--- config.mk ---
export PLATFORM = sky130hd
export DESIGN_NAME = fetch_queue_stage
export DESIGN_NICKNAME = d
export VERILOG_FILES = /design/src/rtl/fetch_queue_stage.sv
export SDC_FILE = /design/constraint.sdc
export NUM_CORES = 1
export LEC_CHECK = 0
export BUFFER_PORTS_ARGS = -buffer_cell sky130_fd_sc_hd__buf_2
export CORE_MARGIN = 8
export CORE_UTILIZATION = 57
export CTS_CLUSTER_DIAMETER = 100
export DETAILED_ROUTE_END_ITERATION = 8
export PLACE_DENSITY_LB_ADDON = 0.05
export SLEW_MARGIN = 10
export SYNTH_ARGS = -nofsm -noshare
export SYNTH_HDL_FRONTEND = slang
export SYNTH_SLANG_ARGS = --single-unit
--- constraint.sdc ---
create_clock -name clk -period 4.16 [get_ports clk]
set_clock_uncertainty 0.15 [all_clocks]
set_input_delay 0.416 -clock clk [delete_from_list [all_inputs] [get_ports clk]]
set_output_delay 0.416 -clock clk [all_outputs]
set_load 0.01 [all_outputs]
--- src/rtl/fetch_queue_stage.sv ---
// fetch_queue_stage
//
// Fetch stage with an in-order instruction queue. Owns the fetch PC, issues
// instruction-memory requests and buffers returned words with their PCs
// until decode takes them.
//
// Handshakes: a transfer happens on a rising clock edge when both valid and
// ready are high. Valid never depends on the ready of the same interface.
//
// A queue slot is allocated when a request is accepted, so the queue holds
// entries in three states: free, allocated-but-unfilled (request in flight)
// and filled. Responses return in request order and fill the oldest unfilled
// slot. After a flush, responses still owed to the discarded requests are
// counted in drop_cnt and thrown away when they arrive.
//
// Ports:
//   clk, rst          clock, synchronous active-high reset
//   flush             discard all queued/in-flight fetches, restart at redirect_pc
//   redirect_pc       restart PC (bits [1:0] ignored)
//   imem_req_*        request channel (valid/ready/addr)
//   imem_resp_*       response channel (valid/data), no back-pressure
//   out_*             decode channel (valid/ready/pc/inst)
//   occupancy         allocated queue entries (filled + in flight)
module fetch_queue_stage #(
    parameter int               XLEN     = 32,
    parameter logic [XLEN-1:0]  RESET_PC = '0,
    parameter int               QDEPTH   = 4
) (
    input  logic                      clk,
    input  logic                      rst,
    input  logic                      flush,
    input  logic [XLEN-1:0]           redirect_pc,
    output logic                      imem_req_valid,
    input  logic                      imem_req_ready,
    output logic [XLEN-1:0]           imem_req_addr,
    input  logic                      imem_resp_valid,
    input  logic [XLEN-1:0]           imem_resp_data,
    output logic                      out_valid,
    input  logic                      out_ready,
    output logic [XLEN-1:0]           out_pc,
    output logic [XLEN-1:0]           out_inst,
    output logic [$clog2(QDEPTH):0]   occupancy
);

    localparam int PW = $clog2(QDEPTH);
    localparam int CW = PW + 1;
    localparam logic [CW:0] QD_SUM = (CW+1)'(QDEPTH);

    logic [XLEN-1:0] pc_q, pc_d;
    logic [XLEN-1:0] e_pc_q   [QDEPTH];
    logic [XLEN-1:0] e_pc_d   [QDEPTH];
    logic [XLEN-1:0] e_inst_q [QDEPTH];
    logic [XLEN-1:0] e_inst_d [QDEPTH];
    logic [QDEPTH-1:0] e_filled_q, e_filled_d;
    logic [PW-1:0]   head_q, head_d;
    logic [PW-1:0]   tail_q, tail_d;
    logic [PW-1:0]   fill_q, fill_d;
    logic [CW-1:0]   count_q, count_d;
    logic [CW-1:0]   drop_q, drop_d;
    // Allocated-but-unfilled entries; always the slots from fill_q up to tail_q.
    logic [CW-1:0]   pend_q, pend_d;

    logic            req_fire;
    logic            pop;
    logic            fill_take;
    logic [CW:0]     outstanding;
    logic            unused_ok;

    // Low redirect bits are forced to zero, so they are intentionally unused.
    assign unused_ok = ^redirect_pc[1:0];

    // Gate uses registered count: a pop this cycle does not free a slot for a
    // request in the same cycle.
    assign imem_req_valid = !rst && !flush
                          && (({1'b0, count_q} + {1'b0, drop_q}) < QD_SUM);
    assign imem_req_addr  = pc_q;
    assign req_fire       = imem_req_valid && imem_req_ready;

    assign out_valid = e_filled_q[head_q];
    assign out_pc    = e_pc_q[head_q];
    assign out_inst  = e_inst_q[head_q];
    assign pop       = out_valid && out_ready;
    assign occupancy = count_q;

    // Responses still owed to the memory: for dropped and for live requests.
    assign outstanding = {1'b0, drop_q} + {1'b0, pend_q};

    always_comb begin
        pc_d       = pc_q;
        e_pc_d     = e_pc_q;
        e_inst_d   = e_inst_q;
        e_filled_d = e_filled_q;
        head_d     = head_q;
        tail_d     = tail_q;
        fill_d     = fill_q;
        count_d    = count_q;
        drop_d     = drop_q;
        pend_d     = pend_q;
        fill_take  = 1'b0;

        if (flush) begin
            pc_d       = {redirect_pc[XLEN-1:2], 2'b00};
            for (int i = 0; i < QDEPTH; i++) begin
                e_pc_d[i]   = '0;
                e_inst_d[i] = '0;
            end
            e_filled_d = '0;
            head_d     = '0;
            tail_d     = '0;
            fill_d     = '0;
            count_d    = '0;
            pend_d     = '0;
            // Every outstanding response becomes a drop, except one arriving
            // right now which is consumed by this cycle.
            if (imem_resp_valid && (outstanding != '0))
                drop_d = CW'(outstanding - (CW+1)'(1));
            else
                drop_d = CW'(outstanding);
        end else begin
            if (pop) begin
                e_pc_d[head_q]     = '0;
                e_inst_d[head_q]   = '0;
                e_filled_d[head_q] = 1'b0;
                head_d             = head_q + PW'(1);
            end
            if (req_fire) begin
                e_pc_d[tail_q]     = pc_q;
                e_inst_d[tail_q]   = '0;
                e_filled_d[tail_q] = 1'b0;
                tail_d             = tail_q + PW'(1);
                pc_d               = pc_q + XLEN'(4);
            end
            if (imem_resp_valid) begin
                if (drop_q != '0) begin
                    drop_d = drop_q - CW'(1);
                end else if (pend_q != '0) begin
                    fill_take          = 1'b1;
                    e_inst_d[fill_q]   = imem_resp_data;
                    e_filled_d[fill_q] = 1'b1;
                    fill_d             = fill_q + PW'(1);
                end
            end
            count_d = count_q + CW'(req_fire) - CW'(pop);
            pend_d  = pend_q + CW'(req_fire) - CW'(fill_take);
        end
    end

    always_ff @(posedge clk) begin
        if (rst) begin
            pc_q       <= RESET_PC;
            for (int i = 0; i < QDEPTH; i++) begin
                e_pc_q[i]   <= '0;
                e_inst_q[i] <= '0;
            end
            e_filled_q <= '0;
            head_q     <= '0;
            tail_q     <= '0;
            fill_q     <= '0;
            count_q    <= '0;
            drop_q     <= '0;
            pend_q     <= '0;
        end else begin
            pc_q       <= pc_d;
            e_pc_q     <= e_pc_d;
            e_inst_q   <= e_inst_d;
            e_filled_q <= e_filled_d;
            head_q     <= head_d;
            tail_q     <= tail_d;
            fill_q     <= fill_d;
            count_q    <= count_d;
            drop_q     <= drop_d;
            pend_q     <= pend_d;
        end
    end

    a_no_overflow: assert property (@(posedge clk) disable iff (rst)
        (({1'b0, count_q} + {1'b0, drop_q}) <= QD_SUM))
        else $error("count + drop_cnt exceeds queue depth");

    a_pend_le_count: assert property (@(posedge clk) disable iff (rst)
        (pend_q <= count_q))
        else $error("unfilled entries exceed allocated entries");

endmodule

==> flow_summary.yaml, run 1 <==
run_status:
  status: "finished clean"
sta:
  grt_setup_unrepaired: "no"
  fmaxAchievable_mhz: 291
  setup_total_negative_slack_ps: 0
  final.setup.worst_slack_ps: 721
  finalSetupViolCount: 0
  final-max-slew-violation-count: 0
  final-hold-violation-count: 0
  slew-limit-headroom: 0.298
  final.min_clock_period_ps: 3440
  final.period_utilization: 0.827
  worst_slew_pin_slew_ps: 1050
  timing.hold.ws_ps: 15.3
drt:
  drt_iter0_drc: 786
  final_antenna_net_count: 0
  wirelength_um: 34800
  drt_drc_violations_left: 0
  vias: 10300
  detail_route.vias_per_cell: 6.38
  avgRoutedWirePerCell_um: 21.5
  drt_first_pass_iters: 5
clock_network:
  clock_buffers_created_by_tritoncts: 34
  cts-htree-levels: 2
  ctsResizeCount: 0
  tritoncts_clock_tree: "built"
  tritoncts_num_sinks: 305
  worstSkewPairLatency_ps: 510
  ctsHoldBuffers: 23
  cts.path.max_buffers: 3
  clk_pin_slew_ps: 60
  cts-root-buf: "clkbuf_16"
  postCtsSetupBuffers: 0
grt:
  number_of_global_route_vias_before_repair: 10200
  antenna_found_initial: 0
  grt_usage: 0.253
  residual_overflow_from_global_routing: 0
  grt_first_pass_wirelength_um: 55200
  pin_count_of_the_biggest_net_entering_global_routing: 97
synth:
  seq_area_frac_synth: 0.479
  postSynthAreaPerCell_um2: 10.6
  synth.cell_area_um2: 12700
  synth-edff-count: 0
  synth_cell_types: 52
  netlist_instances: 1197
  ys_async_sr_fraction: 0
  ys_warn_count: 0
  synth-seq-cells: 305
  yosys_most_used_dff: "dfxtp_1"
worst_setup_path:
  path_cells: "buf_4 -> mux4_2 -> buf_2"
  worstSetupEndpointType: "output port"
  setup.worst_path.start_class: "register"
  timing.critical_path.slowest_stage_cell: "buf_4"
  timing.critical_path.max_delay_family: "buffers and inverters"
  timing.critical_path.from: "head_q[0]"
  worst_ep_required_time_ps: 3590
  timing.setup.critical_path_class: "register to output port"
  delay_of_the_slowest_cell_on_the_worst_path_ps: 820
  crit-reg2reg-launch: "head_q[0]"
  worstPathArrival_ps: 2870
  worst_path_max_fanout: 45
  timing.critical_path.buf_inv: 2
floorplanning:
  floorplan.core_area_um2: 21900
  die-area_um2: 27400
  top_level_ports: 171
  start_util: 0.582
  num_rows: 54
  floorplan.die.height_um: 165
  die_w_um: 165
power:
  reported_net_switching_power_w: 0.00145
  cellInternalPower_w: 0.00489
  pwr-share-clk: 0.466
  total_leakage_power_nw: 5.64
  share_seq_of_total_power: 0.474
  power_density_nw_per_um2: 423
  power.share.switching: 0.229
  irDropWorstVdd_mv: 0.343
  comb_power_share: 0.060
min_path:
  timing.hold.worst.start: "redirect_pc[16]"
  hp-class: "input port to register"
cells_and_area:
  regArea_um2: 6110
  n_antenna_cell: 0
  fill_cells: 1747
  multi_input_area_um2: 6030
  nNetsFinal: 1409
  drive_gt1_frac: 0.248
  layout-area-overhead-vs-synth_pct: 17.9
flow_run:
  maximum_capacitance_violations: 0
place:
  place_worst_setup_slack_ps: 791
  dp_hpwl_um: 21200
  place_congestion: 0.810
  port_buffers: 166
## worst min-delay path, delay by kind of cell
family	cells	cell delay (ps)
AO/OA/AOI/OAI	1	50
buffers and inverters	1	100
AND/OR/NAND/NOR	1	50
## placed cells by master (no fill, tap or decap), types with 3 or more instances in the layout
| cell | netlist | final |
|---|---|---|
| dfxtp_1 | 305 | 303 |
| buf_2 | 27 | 166 |
| nand3_1 | 122 | 122 |
| a32o_1 | 120 | 120 |
| o21ai_0 | 117 | 117 |
| nand2_1 | 69 | 66 |
| mux4_2 | 65 | 65 |
| clkbuf_16 | 0 | 37 |
| nor2_1 | 32 | 30 |
| ha_1 | 24 | 24 |
| a22o_1 | 23 | 23 |
| dlygate4sd3_1 | 0 | 23 |
| buf_4 | 5 | 22 |
| inv_1 | 20 | 20 |
| a21oi_1 | 19 | 19 |
| and2_1 | 18 | 18 |
| a31oi_1 | 14 | 14 |
| xnor2_1 | 13 | 13 |
| nand4_1 | 12 | 12 |
| clkbuf_8 | 0 | 11 |
| nor3_1 | 8 | 8 |
| clkbuf_1 | 88 | 8 |
| a211oi_1 | 7 | 7 |
| and3_1 | 5 | 5 |
| o211ai_1 | 5 | 5 |
| or3_1 | 5 | 5 |
| a32oi_1 | 5 | 5 |
| buf_12 | 0 | 5 |
| a221oi_4 | 1 | 4 |
| a311oi_1 | 4 | 4 |
| mux2_2 | 4 | 4 |
| xor2_1 | 4 | 4 |
| and4_1 | 3 | 3 |
| nand2b_1 | 3 | 3 |
| nand2_2 | 0 | 3 |
| nor4_1 | 3 | 3 |
| a21o_1 | 3 | 3 |
| a221oi_1 | 4 | 3 |
| fa_1 | 3 | 3 |
## path summary, 6_finish.rpt
kind / end / slack (ps) / cells after the start
setup / recovery: out_pc[12] / 720 / 3
hold / removal: imem_req_addr[16] / 20 / 3
setup reg to reg: occupancy[2] / 830 / 10
hold reg to reg: e_filled_q[3] / 300 / 1
## logic make-up (layout without fill, tap and decap cells)
group           Yosys count  count (layout)  synth area share
xor+xnor                 17              17            0.0117
compound gates          330             330             0.197
buf+inv                 158             294            0.0520
other cells               1               2          0.000294
flops                   305             305             0.479
mux                      70              70             0.119
simple gates            289             289             0.113
fa+ha+maj                27              27            0.0283
## synthesized netlist by cell type, types with 8 or more instances
master | count | area [um2]
a21oi_1 | 19 | 95.1
buf_1 | 15 | 56.3
buf_2 | 27 | 135
nor2_1 | 32 | 120
nand3_1 | 122 | 611
nand4_1 | 12 | 75.1
clkbuf_1 | 88 | 330
and2_1 | 18 | 113
nand2_1 | 69 | 259
a31oi_1 | 14 | 87.6
mux4_2 | 65 | 1460
xnor2_1 | 13 | 114
dfxtp_1 | 305 | 6110
a32o_1 | 120 | 1200
o21ai_0 | 117 | 586
ha_1 | 24 | 300
nor3_1 | 8 | 40.0
inv_1 | 20 | 75.1
a22o_1 | 23 | 201
## power by group through the flow
stage / Sequential, W / Clock, W / Combinational [W]
global placement: 0.00307 / 0 / 0.000354
detailed placement: 0.00307 / 0 / 0.000358
floorplan: 0.00305 / 0 / 0.000237
CTS: 0.00301 / 0.00301 / 0.000377
global route: 0.00301 / 0.00313 / 0.000410
finish: 0.00301 / 0.00296 / 0.000378
## per-layer routing
metal / wire, um / GRT usage / part of all wire / up-vias
met4: 514 / 0.0584 / 0.015 / 0
met3: 2840 / 0.0476 / 0.082 / 50
met1: 14600 / 0.328 / 0.42 / 5042
met2: 16700 / 0.430 / 0.48 / 416
met5: 0 / 0 / 0 / -
li1: - / - / - / 4789
## through the flow
stage                     cell area, um2  power (W)   util  cells
after floorplan                    12700    0.00328      -   1198
after global placement             13700    0.00343  0.624   1533
after detailed placement           13700    0.00343  0.624   1533
after CTS                          15000    0.00639  0.686   1614
after global routing               15000    0.00655  0.686   1614
final                              15000    0.00635  0.686   1614
## state kept, by name (all words and copies together), names as in the netlist, 3 cells and up
signal	count
e_filled_q	4
e_pc_q	128
occupancy	3
e_inst_q	128
imem_req_addr	30
pend_q	3
drop_q	3
## final cells by class
cell class,instances,area share
Sequential cell,305,0.407
Multi-Input combinational cell,735,0.402
Timing Repair Buffer,216,0.0883
Clock buffer,56,0.0738
Tap cell,280,0.0233
Inverter,20,0.00500
Clock inverter,2,0.000667
No activity file was read; power rests on OpenSTA's default activity.
==> run 2, diff against run 1 <==
==> constraint.sdc (replaced) <==
create_clock -name clk -period 3.4 [get_ports clk]
set_clock_uncertainty 0.15 [all_clocks]
set_input_delay 0.34 -clock clk [delete_from_list [all_inputs] [get_ports clk]]
set_output_delay 0.34 -clock clk [all_outputs]
set_load 0.01 [all_outputs]
==> run 2 against run 1 <==
Against the previous run: non-clock buffer count up 37; die area unchanged; combinational power up 33%; first-iteration DRC count up 29%; wire length up 2.7%; flip-flop and latch count unchanged; global-route usage up 0.55 points; critical endpoint is now out_pc[31]; via count up 1.9%; design area up 3.0%; clock power up 29%; total power up 26%.
==> flow_summary.yaml, run 2 (synthesized netlist as in run 1, its figures left out) <==
clock_network:
  worstSkewPairLatency_ps: 500
  cts-root-buf: "clkbuf_16"
  cts.path.max_buffers: 3
  ctsResizeCount: 0
  cts-htree-levels: 2
  tritoncts_clock_tree: "built"
  postCtsSetupBuffers: 0
  tritoncts_num_sinks: 305
  clk_pin_slew_ps: 60
  clock_buffers_created_by_tritoncts: 34
  ctsHoldBuffers: 51
drt:
  drt_drc_violations_left: 0
  avgRoutedWirePerCell_um: 21.6
  wirelength_um: 35700
  final_antenna_net_count: 0
  vias: 10500
  drt_first_pass_iters: 5
  drt_iter0_drc: 1014
  detail_route.vias_per_cell: 6.35
grt:
  antenna_found_initial: 0
  grt_first_pass_wirelength_um: 56500
  residual_overflow_from_global_routing: 0
  pin_count_of_the_biggest_net_entering_global_routing: 160
  grt_usage: 0.258
  number_of_global_route_vias_before_repair: 10500
sta:
  grt_setup_unrepaired: "no"
  slew-limit-headroom: 0.426
  finalSetupViolCount: 0
  final.period_utilization: 0.941
  worst_slew_pin_slew_ps: 860
  final-max-slew-violation-count: 0
  final-hold-violation-count: 0
  fmaxAchievable_mhz: 313
  final.min_clock_period_ps: 3200
  setup_total_negative_slack_ps: 0
floorplanning:
  top_level_ports: 171
  die-area_um2: 27400
  floorplan.core_area_um2: 21900
  start_util: 0.582
  floorplan.die.height_um: 165
  num_rows: 54
  die_w_um: 165
worst_setup_path:
  path_cells: "buf_4 -> buf_4 -> mux4_2 -> buf_2"
  cell_with_the_most_instances_on_the_worst_path: "buf_4"
  timing.critical_path.slowest_stage_cell: "buf_4"
  worst_path_max_fanout: 34
  worstSetupEndpointType: "output port"
  timing.critical_path.buf_inv: 3
  worstPathArrival_ps: 2710
  worst_ep_required_time_ps: 2910
  timing.critical_path.max_delay_family: "buffers and inverters"
  timing.setup.critical_path_class: "register to output port"
  delay_of_the_slowest_cell_on_the_worst_path_ps: 600
  setup.worst_path.start_class: "register"
  reg2reg_setup_slack_ps: 520
cells_and_area:
  layout-area-overhead-vs-synth_pct: 21.4
  nNetsFinal: 1446
  drive_gt1_frac: 0.251
  design_area_um2: 15500
  n_antenna_cell: 0
  mostFrequentLayoutCells: "dfxtp_1 (303), buf_2 (166), nand3_1 (122), a32o_1 (120), o21ai_0 (117)"
  fill_cells: 1656
  mostFrequentLayoutCell: "dfxtp_1"
run_status:
  status: "finished clean"
power:
  total_leakage_power_nw: 5.86
  irDropWorstVdd_mv: 0.424
  power_density_nw_per_um2: 518
place:
  place_congestion: 0.791
  dp_hpwl_um: 21000
  port_buffers: 166
  postPlaceCellArea_um2: 13800
flow_run:
  maximum_capacitance_violations: 0
min_path:
  hp-class: "input port to register"
==> run 2: cell count changes in the layout (fill, tap and decap cells not counted) <==
cell,previous run,this run
dlygate4sd3_1,23,51
buf_4,22,29
buf_12,5,7
bufinv_16,0,2
clkbuf_1,8,6
clkinv_2,2,4
clkbuf_16,37,38
clkbuf_8,11,10
==> run 2: area by class of cell <==
cell class / instances / area, um2 / share of cell area
clock inverter: 6 / 80.1 / 0.00518
clock buffer: 54 / 1110 / 0.0719
inverter: 20 / 75.1 / 0.00486
sequential: 305 / 6110 / 0.395
timing repair buffer: 253 / 1700 / 0.110
tap: 280 / 350 / 0.0227
multi-input combinational: 735 / 6030 / 0.390
==> run 2: final timing paths <==
path,start,end,depth (start not counted)
max,head_q[1],out_pc[31],4
min,imem_resp_data[21],e_inst_q[117],3
max reg2reg,drop_q[2],occupancy[2],12
min reg2reg,e_filled_q[3],e_filled_q[3],1
==> run 2: worst min-delay path, delay by kind of cell <==
family                 cells  cell delay [ps]
and+or+nand+nor            1              100
AOI/OAI and AO/OA          1               80
buffers and inverters      1              100
==> run 2: stage by stage <==
step	instances	total power, W	util	worst slack [ps]	hold WS, ps
2_1_floorplan	1198	0.00402	-	320	270
3_3_place_gp	1542	0.00420	0.628	539	280
3_5_place_dp	1542	0.00420	0.628	506	289
4_1_cts	1653	0.00805	0.706	215	1.91
5_1_grt	1653	0.00826	0.706	120	34.0
6_report	1653	0.00801	0.706	202	16.0
==> run 2: power by group <==
part	internal (W)	total, W	leakage, nW	switching (W)
sequential	0.00361	0.00368	2.46	0.0000718
combinational	0.000197	0.000501	2.80	0.000304
clock	0.00239	0.00383	0.591	0.00144
==> run 2: metal layers <==
metal	wire, um	global-route usage
met1	14900	0.337
met2	17400	0.432
met3	2810	0.0456
met4	619	0.0739
met5	0	0
==> run 3, diff against run 2 <==
--- a/config.mk
+++ b/config.mk
@@ -11,6 +11,7 @@
 export CTS_CLUSTER_DIAMETER = 100
 export DETAILED_ROUTE_END_ITERATION = 8
 export PLACE_DENSITY_LB_ADDON = 0.05
+export SETUP_SLACK_MARGIN = 0.3
 export SLEW_MARGIN = 10
 export SYNTH_ARGS = -nofsm -noshare
 export SYNTH_HDL_FRONTEND = slang
==> run 3 against run 2 <==
Against the previous run: wire length is 0.20% higher; sequential power about the same; non-clock buffer count is the same; flip-flop and latch count unchanged; first-iteration DRC count is 9.6% lower; final cell count unchanged; sequential share of layout area hardly changed; worst hold slack got worse by 1.8 ps; combinational power about the same; fmax up 11%; critical path type unchanged; largest power group unchanged; highest routed layer unchanged.
==> flow_summary.yaml, run 3 (synthesized netlist as in run 1, its figures left out) <==
power:
  total_leakage_power_nw: 5.86
  irDropWorstVdd_mv: 0.426
  overall_power_of_the_completed_layout_w: 0.00801
  power_density_nw_per_um2: 518
drt:
  drt_iter0_drc: 917
  final_antenna_net_count: 0
  wirelength_um: 35800
  drt_drc_violations_left: 0
  avgRoutedWirePerCell_um: 21.6
  detail_route.vias_per_cell: 6.33
  vias: 10500
  drt_first_pass_iters: 5
floorplanning:
  floorplan.core_area_um2: 21900
  die-area_um2: 27400
  start_util: 0.582
  num_rows: 54
  top_level_ports: 171
  die_w_um: 165
  floorplan.die.height_um: 165
grt:
  number_of_global_route_vias_before_repair: 10500
  pin_count_of_the_biggest_net_entering_global_routing: 160
  residual_overflow_from_global_routing: 0
  grt_first_pass_wirelength_um: 56500
  grt_usage: 0.258
  antenna_found_initial: 0
sta:
  fmaxAchievable_mhz: 347
  final.period_utilization: 0.849
  final.setup.worst_slack_ps: 515
  final.min_clock_period_ps: 2890
  slew-limit-headroom: 0.430
  final-max-slew-violation-count: 0
  grt_setup_unrepaired: "no"
  finalSetupViolCount: 0
  setup_total_negative_slack_ps: 0
  worst_slew_pin_slew_ps: 854
  final-hold-violation-count: 0
cells_and_area:
  mostFrequentLayoutCells: "dfxtp_1 (303), buf_2 (166), nand3_1 (122), a32o_1 (120), o21ai_0 (117)"
  fill_cells: 1651
  nNetsFinal: 1446
  n_antenna_cell: 0
  layoutNonFillerInstCount: 1653
  drive_gt1_frac: 0.251
  mostFrequentLayoutCell: "dfxtp_1"
  postLayoutCoreUtil: 0.707
  layout-area-overhead-vs-synth_pct: 21.5
worst_setup_path:
  worstPathArrival_ps: 2400
  worst_path_max_fanout: 34
  timing.setup.critical_path_class: "register to output port"
  reg2reg_setup_slack_ps: 530
  worst_ep_required_time_ps: 2910
  setup.worst_path.start_class: "register"
  worstSetupEndpointType: "output port"
clock_network:
  worstSkewPairLatency_ps: 500
  clk_pin_slew_ps: 60
  tritoncts_num_sinks: 305
  tritoncts_clock_tree: "built"
  cts.path.max_buffers: 3
  cts-htree-levels: 2
  postCtsSetupBuffers: 0
  clock_buffers_created_by_tritoncts: 34
  cts-root-buf: "clkbuf_16"
min_path:
  hp-class: "input port to register"
flow_run:
  maximum_capacitance_violations: 0
place:
  port_buffers: 166
  dp_hpwl_um: 21000
  place_worst_setup_slack_ps: 506
  post-place-cells: 1542
  place_congestion: 0.791
run_status:
  status: "finished clean"
==> run 3: cell counts in the layout (fill, tap and decap cells not counted) <==
No cell type changed its count.
==> run 3: path summary, 6_finish.rpt <==
kind / from / endpoint / cells after the start
hold reg to reg: e_filled_q[3] / e_filled_q[3] / 1
setup reg to reg: head_q[0] / occupancy[2] / 10
setup / recovery: head_q[1] / out_pc[31] / 4
hold / removal: imem_resp_data[21] / e_inst_q[117] / 3
==> run 3: what timing repair did <==
action                                  4_1_cts  5_1_grt
hold buffers                                 51        0
hold endpoints to repair                     72        0
endpoints found under the setup margin        2        2
resized for setup                             1        2
==> run 3: cell type report <==
class	instances	area, um2	share of cell area
multi-input combinational	735	6040	0.390
inverter	20	75.1	0.00485
sequential	305	6110	0.395
clock buffer	54	1110	0.0718
clock inverter	6	80.1	0.00518
tap	280	350	0.0226
timing repair buffer	253	1710	0.110
==> run 3: critical path: stages (launching register included) <==
cell and delay, ps:
dfxtp_4 350, buf_6 350, buf_6 420, mux4_2 560, buf_2 160
==> run 3: through the flow <==
step	instance area, um2	hold slack [ps]
after floorplan	12700	270
after global placement	13800	280
after detailed placement	13800	289
after CTS	15500	1.91
after global routing	15500	34.0
final	15500	14.2
==> run 3: where the power goes <==
group / leakage, nW / switching, W / internal (W)
Sequential: 2.46 / 0.0000720 / 0.00361
Clock: 0.591 / 0.00144 / 0.00239
Combinational: 2.81 / 0.000305 / 0.000198
Total: 5.86 / 0.00182 / 0.00619
==> run 3: routing by layer <==
metal  GRT usage  vias up  share of wire
li1            -     4852              -
met1       0.337     5164           0.42
met2       0.432      395           0.49
met3      0.0456       56          0.073
met4      0.0739        0          0.018
met5           0        -              0
